### src/rtl/vector_multiply.sv
// -----------------------------------------------------------------------------
// vector_multiply
//
// Element-wise signed fixed-point multiply, delta = error (a) * f'(z) (b).
// Operands are captured independently over valid/ready handshakes. TILING
// multipliers then process TILING elements per cycle, each raw product being
// arithmetically shifted right by FRACTION_WIDTH and saturated to the result
// cell width. The finished vector is held until the consumer accepts it.
// The error flag is sticky for the vector being computed: it is set if any
// element saturates.
//
// Ports:
//   clk           sole clock, rising edge
//   rst           asynchronous, active-low reset
//   a/a_valid     error vector in, element k at [k*A_CELL_WIDTH +: A_CELL_WIDTH]
//   a_ready       high while no a operand is held
//   b/b_valid     derivative vector in, packed the same way
//   b_ready       high while no b operand is held
//   result        product vector, packed the same way
//   result_valid  result is complete and stable
//   result_ready  consumer takes result
//   error         sticky saturation flag for the current vector
// -----------------------------------------------------------------------------
module vector_multiply #(
  parameter int VECTOR_LEN        = 5,
  parameter int A_CELL_WIDTH      = 8,
  parameter int B_CELL_WIDTH      = 8,
  parameter int RESULT_CELL_WIDTH = 8,
  parameter int FRACTION_WIDTH    = 4,
  parameter int TILING            = 1
) (
  input  logic                                   clk,
  input  logic                                   rst,
  input  logic [VECTOR_LEN*A_CELL_WIDTH-1:0]      a,
  input  logic                                   a_valid,
  output logic                                   a_ready,
  input  logic [VECTOR_LEN*B_CELL_WIDTH-1:0]      b,
  input  logic                                   b_valid,
  output logic                                   b_ready,
  output logic [VECTOR_LEN*RESULT_CELL_WIDTH-1:0] result,
  output logic                                   result_valid,
  input  logic                                   result_ready,
  output logic                                   error
);

  localparam int PROD_W = A_CELL_WIDTH + B_CELL_WIDTH;
  // Counter can reach VECTOR_LEN-1+TILING after the last step; size it so it
  // never wraps.
  localparam int CNT_W  = $clog2(VECTOR_LEN + TILING + 1);

  localparam logic signed [PROD_W-1:0] SAT_MAX =
    PROD_W'((64'sd1 <<< (RESULT_CELL_WIDTH - 1)) - 64'sd1);
  localparam logic signed [PROD_W-1:0] SAT_MIN =
    PROD_W'(-(64'sd1 <<< (RESULT_CELL_WIDTH - 1)));

  typedef enum logic [1:0] {IDLE, CALC, DONE} state_t;

  state_t                                 state_q, state_d;
  logic [VECTOR_LEN*A_CELL_WIDTH-1:0]      a_buf;
  logic [VECTOR_LEN*B_CELL_WIDTH-1:0]      b_buf;
  logic                                   a_set, b_set;
  logic [CNT_W-1:0]                       counter;
  logic [VECTOR_LEN*RESULT_CELL_WIDTH-1:0] result_buf, result_next;
  logic                                   error_q, error_next;

  // Per-lane results gathered for the merge below.
  logic                         lane_valid [TILING];
  logic [CNT_W-1:0]             lane_idx   [TILING];
  logic [RESULT_CELL_WIDTH-1:0] lane_val   [TILING];
  logic                         lane_sat   [TILING];

  // Ready and valid come straight from registers, never from inputs.
  assign a_ready      = !a_set;
  assign b_ready      = !b_set;
  assign result_valid = (state_q == DONE);
  assign result       = result_buf;
  assign error        = error_q;

  for (genvar i = 0; i < TILING; i++) begin : g_lane
    logic [CNT_W-1:0]           k;
    logic [CNT_W-1:0]           idx;
    logic                       in_range;
    logic signed [A_CELL_WIDTH-1:0] ea;
    logic signed [B_CELL_WIDTH-1:0] eb;
    logic signed [PROD_W-1:0]   prod;
    logic signed [PROD_W-1:0]   shifted;
    logic [RESULT_CELL_WIDTH-1:0] val;
    logic                       sat;

    assign k        = counter + CNT_W'(i);
    assign in_range = (k < CNT_W'(VECTOR_LEN));
    // Phantom lanes past the end read element 0 so no out-of-range select
    // ever produces X; their output is discarded by lane_valid.
    assign idx      = in_range ? k : '0;
    assign ea       = a_buf[idx*A_CELL_WIDTH +: A_CELL_WIDTH];
    assign eb       = b_buf[idx*B_CELL_WIDTH +: B_CELL_WIDTH];
    assign prod     = PROD_W'(ea) * PROD_W'(eb);
    // Arithmetic shift: rescale with truncation toward minus infinity.
    assign shifted  = prod >>> FRACTION_WIDTH;

    always_comb begin
      // NOTE: every output of a combinational block gets a default first, so
      // no path leaves it unassigned and no latch is inferred.
      val = shifted[RESULT_CELL_WIDTH-1:0];
      sat = 1'b0;
      if (shifted > SAT_MAX) begin
        val = SAT_MAX[RESULT_CELL_WIDTH-1:0];
        sat = 1'b1;
      end else if (shifted < SAT_MIN) begin
        val = SAT_MIN[RESULT_CELL_WIDTH-1:0];
        sat = 1'b1;
      end
    end

    assign lane_valid[i] = in_range;
    assign lane_idx[i]   = idx;
    assign lane_val[i]   = val;
    assign lane_sat[i]   = sat;
  end

  // Merge this cycle's lane outputs into the result buffer and error flag.
  always_comb begin
    result_next = result_buf;
    error_next  = error_q;
    for (int i = 0; i < TILING; i++) begin
      if (lane_valid[i]) begin
        result_next[lane_idx[i]*RESULT_CELL_WIDTH +: RESULT_CELL_WIDTH] = lane_val[i];
        error_next = error_next | lane_sat[i];
      end
    end
  end

  always_comb begin
    state_d = state_q;
    unique case (state_q)
      IDLE:    if (a_set && b_set) state_d = CALC;
      CALC:    if (counter >= CNT_W'(VECTOR_LEN - TILING)) state_d = DONE;
      DONE:    if (result_ready) state_d = IDLE;
      default: state_d = IDLE;
    endcase
  end

  // NOTE: state registers use non-blocking assignments so every register
  // samples the pre-edge values, independent of statement order.
  always_ff @(posedge clk or negedge rst) begin
    if (!rst) begin
      // NOTE: operand and result buffers are reset as well, so result reads
      // zero after reset and no stale operand can leak into a later vector.
      state_q    <= IDLE;
      a_buf      <= '0;
      b_buf      <= '0;
      a_set      <= 1'b0;
      b_set      <= 1'b0;
      counter    <= '0;
      result_buf <= '0;
      error_q    <= 1'b0;
    end else begin
      state_q <= state_d;
      unique case (state_q)
        IDLE: begin
          if (a_valid && !a_set) begin
            a_buf <= a;
            a_set <= 1'b1;
          end
          if (b_valid && !b_set) begin
            b_buf <= b;
            b_set <= 1'b1;
          end
          // Start of a new vector: clear the previous result and error.
          if (a_set && b_set) begin
            counter    <= '0;
            result_buf <= '0;
            error_q    <= 1'b0;
          end
        end
        CALC: begin
          counter    <= counter + CNT_W'(TILING);
          result_buf <= result_next;
          error_q    <= error_next;
        end
        DONE: begin
          if (result_ready) begin
            a_set <= 1'b0;
            b_set <= 1'b0;
          end
        end
        default: ;
      endcase
    end
  end

endmodule
### config.mk
export PLATFORM = sky130hd
export DESIGN_NAME = vector_multiply
export DESIGN_NICKNAME = d
export VERILOG_FILES = /design/src/rtl/vector_multiply.sv
export SDC_FILE = /design/constraint.sdc
export NUM_CORES = 1
export LEC_CHECK = 0
export BUFFER_PORTS_ARGS = -buffer_cell sky130_fd_sc_hd__buf_2
export CAP_MARGIN = 20
export CORE_MARGIN = 2
export CORE_UTILIZATION = 58
export CTS_CLUSTER_DIAMETER = 40
export CTS_CLUSTER_SIZE = 8
export DETAILED_ROUTE_END_ITERATION = 10
export PLACE_DENSITY_LB_ADDON = 0.25
export SLEW_MARGIN = 20
export SYNTH_ARGS = -nofsm -noshare
export SYNTH_HDL_FRONTEND = slang
export SYNTH_SLANG_ARGS = --single-unit
### constraint.sdc
create_clock -name clk -period 8.4 [get_ports clk]
set_input_delay 1.68 -clock clk [delete_from_list [all_inputs] [get_ports clk]]
set_output_delay 1.68 -clock clk [all_outputs]
set_load 0.05 [all_outputs]
==> out/qor.yml <==
synth:
  synth_cell_types: 44
  netlist_area_sq_mm: 0.00816
  ys_seq_elements: 128
  yosys.area.top_type: "dfrtp_1"
  syn_inst: 787
  syn_avg_cell_area_sq_um: 10.4
  ys_seq_area_share_pct: 39.2
  ys.flop_type: "dfrtp_1"
  synth_edf_count: 0
  yosysTopAreaCellShare_pct: 39.2
  ys_async_sr_fraction_pct: 100
  yosys_warnings: 0
  syn_nets: 957
  synth_area_leaders: "dfrtp_1, mux2_2, fa_1, ha_1, inv_1"
floorplanning:
  die_area_sq_mm: 0.0150
  ios: 129
  row_count: 43
  fp.dieW_um: 123
  start_util_pct: 59.0
  coreArea_sq_mm: 0.0138
  die_h_um: 123
worst_hold_path:
  min_path_cells: 2
  hold_path.class: "flop to flop"
critical_path:
  worstRegToRegCells: 22
  critPathKind: "flop to flop"
  crit_fanout: 22
  critPathLaunchType: "flop"
  r2r_slack_ps: 780
  required_ps: 8730
  worstPathArrival_ps: 7950
  cp-end-kind: "flop"
routing:
  vias: 6281
  drc: 0
  routed_via_density: 5.69
  antenna_left: 0
  firstDrtPassIters: 5
  drt-wirelength-per-cell_um: 16.7
  routed_wl_um: 18500
  drtIter0Drc: 469
global_routing:
  track_usage_pct: 26.3
  grt_max_degree: 71
  antenna_found_initial: 0
  grt_pass1_wl_um: 30500
  grt_pass1_vias: 6383
  overflow: 0
placement:
  io_buffers: 128
  place_hpwl_um: 13400
  place_congestion: 0.851
clock_network:
  clock_latency_ps: 420
  cts_htree_levels: 4
  cts_setup_buffers: 0
  clk_pin_slew_ps: 60
  cts.repair.resized: 0
  cts_root_buffer: "clkbuf_16"
  cts_max_path_buffers: 2
  cts-hold-fix-buffers: 0
  cts_made_buffers: 17
  cts_tree: "yes"
  cts_sinks: 128
finish:
  area_delta_synth_final_pct: 17.6
  antenna_cells: 0
  final_layout_size_suffix_gt1_share_pct: 30.0
  multi_input_area_sq_mm: 0.00452
  nFillCells: 1039
  seq_area_sq_mm: 0.00320
  fin_nets: 1081
sta:
  slew_viol_final: 0
  min_period_ps: 7620
  fin_crit_sh_pct: 90.7
  tns_ps: 0
  rsz0062_at_grt: "no"
  maxSlewHeadroom_pct: 36.2
  fmax_ghz: 0.131
  tightest_slew_ps: 956
  hold_viol_final: 0
  finalSetupViolCount: 0
  skew_ps: 11.1
flow_run:
  max_cap_viol_count: 0
run_status:
  status: "finished clean"
cells by family after synthesis:
group / share of synthesized area (%)
XOR/XNOR: 1.29
adder cells (fa/ha/maj): 18.0
AND/OR/NAND/NOR: 10.1
flip-flops: 39.2
buffers and inverters: 5.35
multiplexers: 13.5
AO/OA/AOI/OAI: 12.6
synthesized netlist by cell type (all sizes together), types with 2 or more instances:
cell type,number
dfrtp,128
a21o,5
nor2,56
inv,88
buf,11
or2,12
clkbuf,17
nand2b,7
a2111oi,2
nand2,73
ha,31
xor2,2
a22o,4
and3,4
o21a,2
a211oi,5
nand3,6
mux2,97
nor3,5
fa,54
nand4,2
and2,3
a21oi,32
a211o,3
o211ai,5
o41ai,2
o22a,16
a22oi,2
xnor2,10
o21ai,64
o22ai,19
nor2b,11
nor4,2
per-layer routing:
layer / vias to the layer above / wire, um / GRT usage [%]
met2: 218 / 9190 / 44.5
li1: 2929 / - / -
met3: 29 / 930 / 4.83
met5: - / 0 / 0
met1: 3105 / 8060 / 34.4
met4: 0 / 306 / 8.55
final cells by class:
cell class,count,area share (%)
clock buffers,18,4.47
clock inverters,14,2.13
inverters,88,3.44
multi-input cells,543,47.1
flip-flops and latches,128,33.4
well taps,180,2.35
repair buffers,133,7.09
flip-flops by register name (all words and copies together), names as in the netlist:
register / cells
result: 40
state_q: 2
a_buf: 40
b_buf: 40
error: 1
b_set: 1
counter: 3
a_set: 1
worst paths after layout:
path                         endpoint       start
setup / recovery           result[24]  counter[0]
hold / removal              result[7]   result[7]
setup reg to reg           result[24]  counter[0]
hold reg to reg             result[7]   result[7]
max in group asynchronous    b_buf[2]         rst
min in group asynchronous   b_buf[15]         rst
per-stage QoR:
stage	utilization (%)	std cells	worst slack, ps	hold WS (ps)	cell area, sq um
global route	69.4	1104	259	496	9600
finish	69.4	1104	784	472	9600
detailed placement	64.8	1072	947	465	8960
global placement	64.8	1072	1190	458	8960
CTS	69.4	1104	889	478	9600
floorplan	-	787	1880	475	8160
placed cells by master (no fill, tap or decap), types with 19 or more instances in the layout:
cell | netlist | routed
a21oi_1 | 31 | 31
nand2_1 | 73 | 73
ha_1 | 31 | 31
fa_1 | 54 | 54
nor2_1 | 56 | 56
dfrtp_1 | 128 | 128
o22ai_1 | 19 | 19
mux2_2 | 97 | 97
inv_1 | 88 | 88
buf_2 | 1 | 127
o21ai_0 | 47 | 47
critical path: stages, from the launching register on:
cell and delay [ps]:
dfrtp_1 790, nand2b_1 640, o22ai_1 370, nand2_1 90, o21ai_1 320, or2_2 240, inv_1 90, fa_1 650
inv_1 160, fa_1 550, inv_1 50, fa_1 520, inv_1 50, fa_1 520, inv_1 40, ha_1 370
o211ai_1 200, nand2_1 80, a2111oi_0 380, o21ai_0 310, o41ai_4 610, a21oi_1 250, o21ai_0 230
Power is not shown: default switching activity piles up to over one toggle a cycle in this logic, so the estimate is an artifact.
